$ cat src/rtl/ysyx_25020037_rd_arbiter.sv
// Round-robin AXI4 read arbiter: IFU/LSU share one downstream read port; one-entry AR slice, grant held per burst.
// AR adds one cycle; R is a combinational pass-through with beat/ID checks feeding a sticky err flag.
module ysyx_25020037_rd_arbiter (
  input  logic        clk,
  input  logic        rst_n,
  input  logic        ifu_arvalid,
  output logic        ifu_arready,
  input  logic [31:0] ifu_araddr,
  input  logic [3:0]  ifu_arid,
  input  logic [7:0]  ifu_arlen,
  input  logic [2:0]  ifu_arsize,
  input  logic [1:0]  ifu_arburst,
  output logic        ifu_rvalid,
  input  logic        ifu_rready,
  output logic [31:0] ifu_rdata,
  output logic [1:0]  ifu_rresp,
  output logic        ifu_rlast,
  output logic [3:0]  ifu_rid,
  input  logic        lsu_arvalid,
  output logic        lsu_arready,
  input  logic [31:0] lsu_araddr,
  input  logic [3:0]  lsu_arid,
  input  logic [7:0]  lsu_arlen,
  input  logic [2:0]  lsu_arsize,
  input  logic [1:0]  lsu_arburst,
  output logic        lsu_rvalid,
  input  logic        lsu_rready,
  output logic [31:0] lsu_rdata,
  output logic [1:0]  lsu_rresp,
  output logic        lsu_rlast,
  output logic [3:0]  lsu_rid,
  output logic        m_arvalid,
  input  logic        m_arready,
  output logic [31:0] m_araddr,
  output logic [3:0]  m_arid,
  output logic [7:0]  m_arlen,
  output logic [2:0]  m_arsize,
  output logic [1:0]  m_arburst,
  input  logic        m_rvalid,
  output logic        m_rready,
  input  logic [31:0] m_rdata,
  input  logic [1:0]  m_rresp,
  input  logic        m_rlast,
  input  logic [3:0]  m_rid,
  output logic        grant_lsu,
  output logic        err
);

  typedef enum logic [1:0] {S_IDLE, S_AR, S_RDATA} state_e;

  state_e      state_q, state_d;
  logic        last_lsu_q, last_lsu_d;
  logic        owner_q, owner_d;
  logic [31:0] addr_q, addr_d;
  logic [3:0]  id_q, id_d;
  logic [7:0]  len_q, len_d;
  logic [2:0]  size_q, size_d;
  logic [1:0]  burst_q, burst_d;
  logic [7:0]  beat_q, beat_d;
  logic        err_q, err_d;

  logic win_lsu;
  logic rready_sel;
  logic up_rlast;
  logic beat_at_len;

  // On contention the master that was not served last wins.
  assign win_lsu     = lsu_arvalid & (~ifu_arvalid | ~last_lsu_q);
  assign rready_sel  = owner_q ? lsu_rready : ifu_rready;
  assign beat_at_len = (beat_q == len_q);
  assign up_rlast    = m_rlast | beat_at_len;

  always_comb begin
    state_d    = state_q;
    last_lsu_d = last_lsu_q;
    owner_d    = owner_q;
    addr_d     = addr_q;
    id_d       = id_q;
    len_d      = len_q;
    size_d     = size_q;
    burst_d    = burst_q;
    beat_d     = beat_q;
    err_d      = err_q;
    ifu_arready = 1'b0;
    lsu_arready = 1'b0;
    m_arvalid  = 1'b0;
    m_araddr   = 32'd0;
    m_arid     = 4'd0;
    m_arlen    = 8'd0;
    m_arsize   = 3'd0;
    m_arburst  = 2'd0;
    m_rready   = 1'b0;
    ifu_rvalid = 1'b0;
    ifu_rdata  = 32'd0;
    ifu_rresp  = 2'd0;
    ifu_rlast  = 1'b0;
    ifu_rid    = 4'd0;
    lsu_rvalid = 1'b0;
    lsu_rdata  = 32'd0;
    lsu_rresp  = 2'd0;
    lsu_rlast  = 1'b0;
    lsu_rid    = 4'd0;

    case (state_q)
      S_IDLE: begin
        if (win_lsu) begin
          lsu_arready = 1'b1;
          owner_d     = 1'b1;
          addr_d      = lsu_araddr;
          id_d        = lsu_arid;
          len_d       = lsu_arlen;
          size_d      = lsu_arsize;
          burst_d     = lsu_arburst;
          state_d     = S_AR;
        end else if (ifu_arvalid) begin
          ifu_arready = 1'b1;
          owner_d     = 1'b0;
          addr_d      = ifu_araddr;
          id_d        = ifu_arid;
          len_d       = ifu_arlen;
          size_d      = ifu_arsize;
          burst_d     = ifu_arburst;
          state_d     = S_AR;
        end
      end
      S_AR: begin
        m_arvalid = 1'b1;
        m_araddr  = addr_q;
        m_arid    = id_q;
        m_arlen   = len_q;
        m_arsize  = size_q;
        m_arburst = burst_q;
        if (m_arready) begin
          beat_d  = 8'd0;
          state_d = S_RDATA;
        end
      end
      S_RDATA: begin
        m_rready = rready_sel;
        if (owner_q) begin
          lsu_rvalid = m_rvalid;
          lsu_rdata  = m_rdata;
          lsu_rresp  = m_rresp;
          lsu_rlast  = up_rlast;
          lsu_rid    = m_rid;
        end else begin
          ifu_rvalid = m_rvalid;
          ifu_rdata  = m_rdata;
          ifu_rresp  = m_rresp;
          ifu_rlast  = up_rlast;
          ifu_rid    = m_rid;
        end
        if (m_rvalid && rready_sel) begin
          beat_d = beat_q + 8'd1;
          // Early/missing m_rlast or a foreign ID is flagged, but the burst still ends normally.
          if ((m_rlast != beat_at_len) || (m_rid != id_q)) begin
            err_d = 1'b1;
          end
          if (up_rlast) begin
            last_lsu_d = owner_q;
            state_d    = S_IDLE;
          end
        end
      end
      default: state_d = S_IDLE;
    endcase
  end

  always_ff @(posedge clk or negedge rst_n) begin
    if (!rst_n) begin
      state_q    <= S_IDLE;
      last_lsu_q <= 1'b0;
      owner_q    <= 1'b0;
      addr_q     <= 32'd0;
      id_q       <= 4'd0;
      len_q      <= 8'd0;
      size_q     <= 3'd0;
      burst_q    <= 2'd0;
      beat_q     <= 8'd0;
      err_q      <= 1'b0;
    end else begin
      state_q    <= state_d;
      last_lsu_q <= last_lsu_d;
      owner_q    <= owner_d;
      addr_q     <= addr_d;
      id_q       <= id_d;
      len_q      <= len_d;
      size_q     <= size_d;
      burst_q    <= burst_d;
      beat_q     <= beat_d;
      err_q      <= err_d;
    end
  end

  assign grant_lsu = owner_q;
  assign err       = err_q;

endmodule

$ cat config.mk
export PLATFORM = sky130hd
export DESIGN_NAME = ysyx_25020037_rd_arbiter
export DESIGN_NICKNAME = d
export VERILOG_FILES = /design/src/rtl/ysyx_25020037_rd_arbiter.sv
export SDC_FILE = /design/constraint.sdc
export NUM_CORES = 1
export LEC_CHECK = 0
export ABC_AREA = 1
export BUFFER_PORTS_ARGS = -buffer_cell sky130_fd_sc_hd__buf_2
export CAP_MARGIN = 25
export CORE_AREA = 2 2 108 110
export CTS_CLUSTER_DIAMETER = 80
export DETAILED_ROUTE_END_ITERATION = 10
export DIE_AREA = 0 0 110 112
export PLACE_DENSITY = 0.68
export SETUP_SLACK_MARGIN = 0.15
export SLEW_MARGIN = 10
export SYNTH_ARGS = -nofsm -noshare
export SYNTH_HDL_FRONTEND = slang
export SYNTH_SLANG_ARGS = --single-unit
$ cat constraint.sdc
create_clock -name clk -period 1.97 [get_ports clk]
set_clock_uncertainty 0.05 [all_clocks]
set_input_delay 0.0985 -clock clk [delete_from_list [all_inputs] [get_ports clk]]
set_output_delay 0.0985 -clock clk [all_outputs]
set_load 0.01 [all_outputs]
==> run_results.csv, run 1 <==
group,metric,value,unit
place,gpl.final_weighted_congestion,0.8630,
setup_path,cp_data_required_time,1820,ps
drt,first_pass_iters,5,
logic_synthesis,synth_fa_ha_area_share,0.6161,%
sta,fin_tns_setup,0,ps
power_and_ir_drop,power_switching_share,43.23,%
power_and_ir_drop,seq_power_share,28.3,%
logic_synthesis,flip_flop_and_latch_count_after_synthesis,62,
logic_synthesis,seq_area_frac_synth,38.20,%
setup_path,crit_arrival,1630,ps
logic_synthesis,synth-compound-area-share,8.780,%
sta,timing.final.setup_violations,0,
logic_synthesis,synthesized_area,4061,sq um
setup_path,critPathMaxFanout,6,
global_routing,first_global_vias,4933,
floorplanning,chipHeight,112,um
logic_synthesis,synthesis.area_per_instance,6.376,sq um
floorplanning,starting_density,36.35,%
setup_path,setup.worst_path.class,"reg -> out",
sta,hold_violations,0,
clock_tree,cts.clk_slew.worst_paths,60,ps
drt,detail_route.drc_violations,0,
cells_and_area,growth_of_design_area_from_synthesis_to_finish,67.96,%
drt,first_iter_violations,240,
place,port_buffers,279,
clock_tree,clk_latency,330,ps
logic_synthesis,synth.area.mux_share,0,%
power_and_ir_drop,vdd_ir_drop_max,0.6010,mV
logic_synthesis,postSynthNetCount,784,
floorplanning,die_area,12320,sq um
global_routing,gr-total-overflow,0,
drt,final_antenna_net_count,0,
setup_path,crit_path_end_kind,"output pin",
run,number_of_max_cap_violations,0,
place,hpwl,10.81,mm
logic_synthesis,synth.distinct_cells,21,
global_routing,number_of_antenna_violations_at_the_first_check_in_global_routing,0,
worst_hold_path,hold_path.class,"in -> reg",
drt,post_drt_wl_per_cell,13.93,um
clock_tree,cts_tree,"yes",
global_routing,grt_pass1_wl,23.81,mm
power_and_ir_drop,cell_internal_pwr,4.546,mW
cells_and_area,insertedDiodeCount,0,
floorplanning,floorplan.rows,39,
logic_synthesis,synth_top_family_by_area,"simple AND/OR/NAND/NOR gates",
power_and_ir_drop,report.power.total,8.006,mW
power_and_ir_drop,power.combinational.fraction,51.7,%
global_routing,largest_net_degree_at_the_start_of_global_routing,51,
logic_synthesis,synthXorXnorAreaFrac,1.078,%
drt,detail_route.vias_per_cell,4.744,
global_routing,grt_use_total,25.02,%
sta,finalCriticalPeriod,1783,ps
sta,max_freq,0.5610,GHz
floorplanning,design.portCount,280,
cells_and_area,finalNetCount,1138,
setup_path,regToRegSetupSlack,340,ps
clock_tree,cts_max_path_buffers,2,
cells_and_area,utilization,61.05,%
logic_synthesis,yosys.area_share.simple,36.57,%
logic_synthesis,synthesis.instances,637,
sta,relSlewSlack,56.25,%
sta,setup_repair_after_global_routing_missed_its_margin,"true",
clock_tree,clockRootBuffer,"sky130_fd_sc_hd__clkbuf_16",
drt,drt_wl_total,15.86,mm
sta,tightest_slew,656.2,ps
logic_synthesis,synth_top_cell_by_area,"sky130_fd_sc_hd__dfrtp_1",
power_and_ir_drop,power.clock.fraction,20.0,%
cells_and_area,nFillCells,1051,
clock_tree,cts_made_buffers,9,
power_and_ir_drop,power.density_cell_area,1174,nW/um^2
sta,fin_crit_sh,90.48,%
floorplanning,die_x,110,um
setup_path,worst_setup_sp_type,"flop",
drt,num_vias,5403,
logic_synthesis,synthDominantCellAreaShare,38.20,%
cells_and_area,fraction_of_final_layout_cells_sized_beyond_drive_strength_1,33.43,%
logic_synthesis,ys.warnings.count,0,
outcome,outcome,"finished clean",
sta,timing.final.max_slew_violations,0,
floorplanning,placeableCoreArea,11170,sq um
clock_tree,clock_sink_count,62,
power_and_ir_drop,static-leakage-power,4.068,nW
clock_tree,number_of_h_tree_branching_levels,3,
logic_synthesis,main_area_contributors_after_synthesis,"sky130_fd_sc_hd__dfrtp_1, sky130_fd_sc_hd__nor2_1, sky130_fd_sc_hd__inv_1",
power_and_ir_drop,power_switching,3.461,mW
==> worst max-delay path: stages (launching register included) <==
cell and delay, ps:
sky130_fd_sc_hd__dfrtp_2 450, sky130_fd_sc_hd__xor2_1 170, sky130_fd_sc_hd__nor3_2 170, sky130_fd_sc_hd__nand2_1 120, sky130_fd_sc_hd__ha_4 200, sky130_fd_sc_hd__nor2_1 70, sky130_fd_sc_hd__buf_2 130
==> cells by family (layout without fill, tap and decap cells) <==
kind of cell | Yosys count | in the layout
compound gates | 58 | 58
buf+inv | 143 | 502
fa+ha+maj | 2 | 2
simple gates | 367 | 367
xor+xnor | 5 | 5
flops | 62 | 62
==> state kept, by name, summed over array words and instances, names as in the netlist <==
register / flops
id_q: 4
err: 1
addr_q: 32
len_q: 8
size_q: 3
state_q: 2
beat_q: 8
burst_q: 2
last_lsu_q: 1
grant_lsu: 1
==> cell type report <==
cell class                      instances  area [sq um]  share of cell area (%)
Timing Repair Buffer                  382          2444                   35.82
Multi-Input combinational cell        432          1946                   28.52
Sequential cell                        62          1555                   22.80
Inverter                              104         395.4                   5.796
Clock buffer                           13         260.3                   3.815
Tap cell                              143         178.9                   2.623
Clock inverter                          3         42.54                  0.6236
==> repair_timing <==
action	CTS	global route
endpoints found under the hold margin	74	0
pin swaps	1	5
setup endpoints to repair	116	65
buffers inserted	2	4
resized for setup	7	14
hold buffers	85	0
==> through the flow <==
step           cells  hold WS [ps]  setup WS (ps)  instance area [sq um]
5_1_grt         1139         6.538          92.48                   6822
2_1_floorplan    637        -247.1          437.0                   4061
3_5_place_dp    1032         119.3          244.1                   5568
4_1_cts         1135        0.3401          141.6                   6756
6_report        1139         4.289          187.5                   6822
3_3_place_gp    1032         117.3          273.0                   5568
==> placed cells by master (no fill, tap or decap), drive strengths merged <==
cell         netlist  layout
bufinv             0       1
a31oi             49      49
o22ai              1       1
nand2            104     104
ha                 2       2
nand4              6       6
inv              104     104
xor2               5       5
a21oi              2       2
clkinv             0       1
nor3               4       4
clkinvlp           0       1
clkbuf            11      13
dlygate4sd3        0      85
nor2             193     193
nand3             60      60
dfrtp             62      62
buf               28     297
o21ai              6       6
==> power groups by stage <==
stage          clock network, mW  logic [mW]  registers (mW)
2_1_floorplan                  0        2.56            2.14
3_3_place_gp                   0        3.86            2.24
3_5_place_dp                   0        3.87            2.26
4_1_cts                     1.63        4.05            2.25
5_1_grt                     1.69        4.62            2.34
6_report                    1.60        4.14            2.26
==> final timing paths <==
path	from	endpoint	cells past startpoint
worst min register to register	err	err	2
worst min-delay path	lsu_arlen[4]	len_q[4]	3
max in group asynchronous	rst_n	addr_q[18]	3
worst max register to register	beat_q[2]	err	8
worst max-delay path	beat_q[2]	ifu_rlast	6
min in group asynchronous	rst_n	len_q[4]	2
==> cell usage after synthesis <==
library cell               number
sky130_fd_sc_hd__buf_6          2
sky130_fd_sc_hd__o22ai_1        1
sky130_fd_sc_hd__nand4_1        6
sky130_fd_sc_hd__ha_1           2
sky130_fd_sc_hd__o21ai_2        1
sky130_fd_sc_hd__xor2_1         5
sky130_fd_sc_hd__nand3_1       60
sky130_fd_sc_hd__buf_2         20
sky130_fd_sc_hd__inv_2          2
sky130_fd_sc_hd__nor2_1       192
sky130_fd_sc_hd__o21ai_0        5
sky130_fd_sc_hd__inv_1        102
sky130_fd_sc_hd__nand2_1      100
sky130_fd_sc_hd__nor3_1         4
sky130_fd_sc_hd__nand2_2        4
sky130_fd_sc_hd__buf_4          6
sky130_fd_sc_hd__clkbuf_1      11
sky130_fd_sc_hd__a21oi_1        2
sky130_fd_sc_hd__nor2_2         1
sky130_fd_sc_hd__dfrtp_1       62
sky130_fd_sc_hd__a31oi_1       49
==> layer usage <==
metal | global-route usage, % | wire length, um | share of wire (%) | up-vias
met2 | 45.97 | 8149 | 51 | 253
li1 | - | - | - | 2681
met3 | 5.738 | 1194 | 7.5 | 36
met5 | 0 | 0 | 0 | -
met4 | 10.80 | 453 | 2.9 | 0
met1 | 26.69 | 6066 | 38 | 2433
Note: power is estimated with default switching activity, not from simulation.
==> run 2, diff against run 1 <==
PLACE_DENSITY = 0.72   (was 0.68)
==> run 2 against run 1 <==
Total power is 1.3% higher; flip-flop and latch count is the same; register-to-register slack lost 30 ps; global-route usage grew 0.55 points; combinational power increased by 2%; setup slack gained 17 ps; clock power barely moved; sequential power about the same; wire length up 2.1%; largest power group unchanged.
==> run_results.csv, run 2 (synthesis gave the netlist of run 1 again) <==
group,metric,value,unit
cells_and_area,layout.cells.most_common_list,"sky130_fd_sc_hd__buf_2, sky130_fd_sc_hd__nor2_1, sky130_fd_sc_hd__inv_1",
worst_hold_path,hold_path.class,"in -> reg",
cells_and_area,utilization,61.05,%
cells_and_area,layout_commonest_cell,"sky130_fd_sc_hd__buf_2",
outcome,outcome,"finished clean",
floorplanning,starting_density,36.35,%
sta,fin_crit_sh,89.62,%
clock_tree,cts_tree,"yes",
sta,hold_violations,0,
place,placed_cells,1030,
drt,num_vias,5480,
clock_tree,clk_latency,330,ps
power_and_ir_drop,power.density_cell_area,1189,nW/um^2
sta,timing.final.setup_violations,0,
power_and_ir_drop,power.clock.fraction,20.0,%
setup_path,worst_setup_sp_type,"flop",
run,number_of_max_cap_violations,0,
drt,final_antenna_net_count,0,
clock_tree,cts_made_buffers,9,
worst_hold_path,holdPathEnd,"addr_q[15]",
sta,timing.final.max_slew_violations,0,
drt,post_drt_wl_per_cell,14.20,um
global_routing,grt_pass1_wl,24.38,mm
cells_and_area,top_regs,"addr_q x32, beat_q x8, len_q x8",
power_and_ir_drop,power.combinational.fraction,52.1,%
sta,tightest_slew,680.7,ps
cells_and_area,layout.cell_area.non_filler,6822,sq um
clock_tree,cts_max_path_buffers,2,
power_and_ir_drop,power_switching,3.528,mW
setup_path,critPathMaxFanout,3,
floorplanning,design.portCount,280,
power_and_ir_drop,vdd_ir_drop_max,0.6479,mV
setup_path,setup.worst_path.class,"reg -> out",
power_and_ir_drop,static-leakage-power,4.090,nW
power_and_ir_drop,report.power.total,8.114,mW
setup_path,r2r_worst_path_depth,8,
setup_path,crit_arrival,1620,ps
sta,max_freq,0.5664,GHz
place,pre_cts_ws,274.7,ps
setup_path,cp_data_required_time,1820,ps
worst_hold_path,hold_start,"ifu_araddr[15]",
worst_hold_path,whs_path_depth,3,
clock_tree,clock_sink_count,62,
clock_tree,clockRootBuffer,"sky130_fd_sc_hd__clkbuf_16",
clock_tree,number_of_h_tree_branching_levels,3,
sta,relSlewSlack,54.62,%
global_routing,number_of_antenna_violations_at_the_first_check_in_global_routing,1,
drt,detail_route.vias_per_cell,4.803,
cells_and_area,fraction_of_final_layout_cells_sized_beyond_drive_strength_1,33.33,%
clock_tree,cts.clk_slew.worst_paths,50,ps
floorplanning,floorplan.rows,39,
global_routing,first_global_vias,5160,
place,gpl.final_weighted_congestion,0.8160,
global_routing,grt_use_total,25.57,%
power_and_ir_drop,seq_power_share,27.9,%
global_routing,largest_net_degree_at_the_start_of_global_routing,53,
global_routing,gr-total-overflow,0,
place,port_buffers,279,
floorplanning,die_area,12320,sq um
cells_and_area,growth_of_design_area_from_synthesis_to_finish,67.96,%
setup_path,regToRegSetupSlack,310,ps
cells_and_area,max_flop_register,"addr_q",
place,hpwl,10.81,mm
drt,first_pass_iters,5,
setup_path,crit_path_end_kind,"output pin",
floorplanning,die_x,110,um
sta,worst_slack,204.5,ps
sta,setup_repair_after_global_routing_missed_its_margin,"true",
power_and_ir_drop,power_switching_share,43.48,%
setup_path,regToRegEndpoint,"err",
drt,first_iter_violations,406,
floorplanning,chipHeight,112,um
place,placedInstanceArea,5540,sq um
sta,holdWs,1.733,ps
floorplanning,placeableCoreArea,11170,sq um
drt,detail_route.drc_violations,0,
cells_and_area,finalNetCount,1138,
power_and_ir_drop,cell_internal_pwr,4.586,mW
drt,drt_wl_total,16.20,mm
setup_path,reg2reg_from,"len_q[1]",
sta,finalCriticalPeriod,1766,ps
cells_and_area,final-instance-count-excl-fill,1141,
cells_and_area,max_ffs_per_register,32,
sta,fin_tns_setup,0,ps
==> run 2: changes by cell type in the layout (fill, tap and decap cells not counted), moves of 2 or more <==
cell / previous run / this run
sky130_fd_sc_hd__buf_4: 12 / 16
sky130_fd_sc_hd__dfrtp_1: 59 / 61
sky130_fd_sc_hd__dfrtp_2: 3 / 1
sky130_fd_sc_hd__diode_2: 0 / 2
sky130_fd_sc_hd__dlygate4sd3_1: 85 / 80
sky130_fd_sc_hd__nand2_1: 96 / 98
sky130_fd_sc_hd__nand2_2: 7 / 5
sky130_fd_sc_hd__nor2_2: 2 / 0
==> run 2: worst max-delay path, stage by stage (launching register included) <==
cell	delay, ps
sky130_fd_sc_hd__dfrtp_1	410
sky130_fd_sc_hd__xor2_1	170
sky130_fd_sc_hd__nor3_1	190
sky130_fd_sc_hd__nand2_1	90
sky130_fd_sc_hd__ha_2	200
sky130_fd_sc_hd__nor2_1	90
sky130_fd_sc_hd__buf_2	140
==> run 2: layout make-up <==
cell class                      instances  area, sq um
Fill cell                             980         4353
Timing Repair Buffer                  382         2454
Multi-Input combinational cell        432         1933
Sequential cell                        62         1553
Inverter                              104        395.4
Clock buffer                           13        260.3
Tap cell                              143        178.9
Clock inverter                          3        42.54
Antenna cell                            2        5.005
==> run 2: worst max-delay path by stage <==
stage	start	to
after global routing	state_q[0]	ifu_rdata[13]
after CTS	beat_q[0]	lsu_rlast
after detailed placement	beat_q[3]	last_lsu_q
after floorplan	beat_q[3]	err
final	len_q[1]	lsu_rlast
after global placement	beat_q[3]	last_lsu_q
==> run 2: layer usage <==
layer	share of wire [%]	up-vias	global-route usage, %	wire length [um]
met5	0	-	0	0
met4	2.9	0	11.31	464
met3	9.0	33	5.211	1450
met2	50	304	44.74	8141
met1	38	2458	29.59	6143
li1	-	2685	-	-
==> run 2: timing repair <==
item,4_1_cts,5_1_grt
buffers inserted,8,4
resized for setup,5,14
cloned,0,1
setup endpoints to repair,93,93
pin swaps,0,4
hold endpoints to repair,75,0
hold buffers,80,0
==> run 2: power groups by stage <==
stage / sequential [mW] / clock [mW] / combinational [mW]
after detailed placement: 2.27 / 0 / 3.85
after floorplan: 2.14 / 0 / 2.56
after CTS: 2.24 / 1.64 / 4.08
after global placement: 2.24 / 0 / 3.82
final: 2.26 / 1.62 / 4.23
after global routing: 2.34 / 1.70 / 4.70
==> run 3, diff against run 2 <==
BUFFER_PORTS_ARGS = -buffer_cell sky130_fd_sc_hd__buf_4   (was -buffer_cell sky130_fd_sc_hd__buf_2)
CELL_PAD_IN_SITES_DETAIL_PLACEMENT = 0   (was unset)
CELL_PAD_IN_SITES_GLOBAL_PLACEMENT = 1   (was unset)
CORE_AREA = unset   (was 2 2 108 110)
CORE_ASPECT_RATIO = 0.75   (was unset)
CORE_MARGIN = 2   (was unset)
CORE_UTILIZATION = 27   (was unset)
DIE_AREA = unset   (was 0 0 110 112)
PLACE_DENSITY = unset   (was 0.72)
PLACE_DENSITY_LB_ADDON = 0.1   (was unset)
==> run 3 against run 2 <==
Maximum frequency down 1.9%; setup slack got worse by 35 ps; critical path depth rose by 2; sequential share of layout area is 1.9 points lower; clock power grew 4%; critical path type unchanged.
==> run_results.csv, run 3 (synthesis gave the netlist of run 1 again) <==
group,metric,value,unit
outcome,outcome,"finished clean",
setup_path,crit_arrival,1650,ps
clock_tree,clk_latency,320,ps
setup_path,crit_cells,8,
clock_tree,cts.clk_slew.worst_paths,60,ps
setup_path,r2r_worst_path_depth,6,
place,port_buffers,279,
worst_hold_path,hold_path.class,"in -> reg",
sta,timing.final.setup_violations,0,
power_and_ir_drop,vdd_ir_drop_max,0.5900,mV
global_routing,grt_pass1_wl,25.05,mm
sta,setup_repair_after_global_routing_missed_its_margin,"true",
sta,max_freq,0.5554,GHz
sta,tightest_slew,455.4,ps
clock_tree,clockRootBuffer,"sky130_fd_sc_hd__clkbuf_16",
setup_path,setup.worst_path.class,"reg -> out",
setup_path,cp_cell_sequence,"inv_1 -> nand2_1 -> nand4_1 -> nor3_1 -> nand2_1 -> ha_4 -> nor2_4 -> buf_6",
cells_and_area,layout_commonest_cell,"sky130_fd_sc_hd__buf_4",
power_and_ir_drop,power.density_cell_area,1169,nW/um^2
sta,fin_crit_sh,91.40,%
run,number_of_max_cap_violations,0,
cells_and_area,finalNetCount,1116,
floorplanning,die_x,145.6,um
floorplanning,design.portCount,280,
setup_path,cpLargestDelayFamily,"simple AND/OR/NAND/NOR gates",
setup_path,worstPathBufferInverterCount,2,
global_routing,gr-total-overflow,0,
cells_and_area,layout.cell_area.non_filler,7440,sq um
cells_and_area,layout.cells.most_common_list,"sky130_fd_sc_hd__buf_4, sky130_fd_sc_hd__nor2_1, sky130_fd_sc_hd__inv_1",
sta,hold_violations,0,
global_routing,number_of_antenna_violations_at_the_first_check_in_global_routing,0,
floorplanning,chipHeight,110.2,um
sta,finalCriticalPeriod,1801,ps
worst_hold_path,whs_path_depth,3,
setup_path,worst_setup_sp_type,"flop",
drt,first_pass_iters,4,
place,placedInstanceArea,6355,sq um
drt,detail_route.drc_violations,0,
sta,fin_tns_setup,0,ps
power_and_ir_drop,static-leakage-power,4.134,nW
setup_path,regToRegSetupSlack,260,ps
clock_tree,clock_sink_count,62,
floorplanning,die_area,16050,sq um
global_routing,largest_net_degree_at_the_start_of_global_routing,53,
floorplanning,starting_density,27.82,%
sta,holdWs,15.23,ps
cells_and_area,top_regs,"addr_q x32, beat_q x8, len_q x8",
cells_and_area,growth_of_design_area_from_synthesis_to_finish,83.18,%
clock_tree,cts_max_path_buffers,2,
setup_path,critPathMaxFanout,4,
setup_path,worst_path_slowest_cell,"sky130_fd_sc_hd__dfrtp_1",
clock_tree,cts_tree,"yes",
place,hpwl,12.15,mm
cells_and_area,max_ffs_per_register,32,
floorplanning,floorplan.rows,38,
sta,relSlewSlack,69.64,%
drt,num_vias,5140,
sta,timing.final.max_slew_violations,0,
cells_and_area,final-instance-count-excl-fill,1173,
global_routing,first_global_vias,4964,
cells_and_area,max_flop_register,"addr_q",
cells_and_area,insertedDiodeCount,0,
drt,detail_route.vias_per_cell,4.382,
setup_path,cp_data_required_time,1820,ps
setup_path,crit_path_end_kind,"output pin",
setup_path,critPathMostFrequentCell,"sky130_fd_sc_hd__nand2_1",
setup_path,largest_stage_delay_on_the_critical_path,400,ps
cells_and_area,utilization,50.97,%
clock_tree,number_of_h_tree_branching_levels,3,
drt,post_drt_wl_per_cell,14.13,um
clock_tree,cts_made_buffers,9,
drt,first_iter_violations,249,
place,placed_cells,1088,
global_routing,grt_use_total,19.41,%
place,gpl.final_weighted_congestion,0.8939,
cells_and_area,fraction_of_final_layout_cells_sized_beyond_drive_strength_1,33.81,%
floorplanning,placeableCoreArea,14600,sq um
drt,drt_wl_total,16.58,mm
drt,final_antenna_net_count,0,
-- run 3: cell count changes in the layout (fill, tap and decap cells not counted), moves of 2 or more --
| cell | before | now |
|---|---|---|
| sky130_fd_sc_hd__buf_4 | 16 | 286 |
| sky130_fd_sc_hd__diode_2 | 2 | 0 |
| sky130_fd_sc_hd__buf_2 | 279 | 0 |
| sky130_fd_sc_hd__buf_6 | 1 | 3 |
| sky130_fd_sc_hd__dlygate4sd3_1 | 80 | 63 |
| sky130_fd_sc_hd__nor2_1 | 192 | 190 |
-- run 3: where the power goes --
group	switching [mW]	internal, mW
Clock	0.554	1.14
Combinational	2.60	2.18
Sequential	0.376	1.85
Total	3.53	5.17
-- run 3: routing by layer --
layer  GRT usage [%]  vias up  part of all wire, %
met4           4.342        0                 0.88
met1           26.07     2356                   46
met2           32.06      137                   48
met3           4.733       12                  5.2
met5               0        -                    0
li1                -     2635                    -
-- run 3: stage by stage --
stage / setup slack (ps) / power (mW)
2_1_floorplan: 437.0 / 4.705
3_3_place_gp: 295.4 / 6.762
3_5_place_dp: 261.8 / 6.786
4_1_cts: 174.5 / 8.721
5_1_grt: 38.26 / 9.397
6_report: 169.4 / 8.700
-- run 3: worst register-to-register path: stages, from the launching register on --
cell and delay, ps:
sky130_fd_sc_hd__dfrtp_1 400, sky130_fd_sc_hd__nor2_1 190, sky130_fd_sc_hd__o21ai_2 110, sky130_fd_sc_hd__inv_4 160, sky130_fd_sc_hd__nor2_1 60, sky130_fd_sc_hd__a31oi_1 130, sky130_fd_sc_hd__dlygate4sd3_1 560
-- run 3: path summary, 6_finish.rpt --
| path | startpoint | end |
|---|---|---|
| worst min-delay path | lsu_araddr[17] | addr_q[17] |
| worst max register to register | state_q[1] | addr_q[4] |
| worst max-delay path | beat_q[7] | lsu_rlast |
| worst min register to register | err | err |
| max in group asynchronous | rst_n | beat_q[2] |
| min in group asynchronous | rst_n | addr_q[3] |
-- run 3: timing repair --
action / in CTS / in global routing
gates cloned: 0 / 1
pin swaps: 0 / 6
buffers inserted: 5 / 1
endpoints found under the hold margin: 78 / 0
hold buffers: 63 / 0
setup endpoints to repair: 94 / 56
gates resized for setup: 8 / 15
-- run 3: area by class of cell --
type	instances	area, sq um
fillers	1449	7157
repair buffers	360	2972
multi-input cells	432	1953
flip-flops and latches	62	1554
inverters	104	395.4
well taps	200	250.2
clock buffers	12	246.5
clock inverters	3	68.82
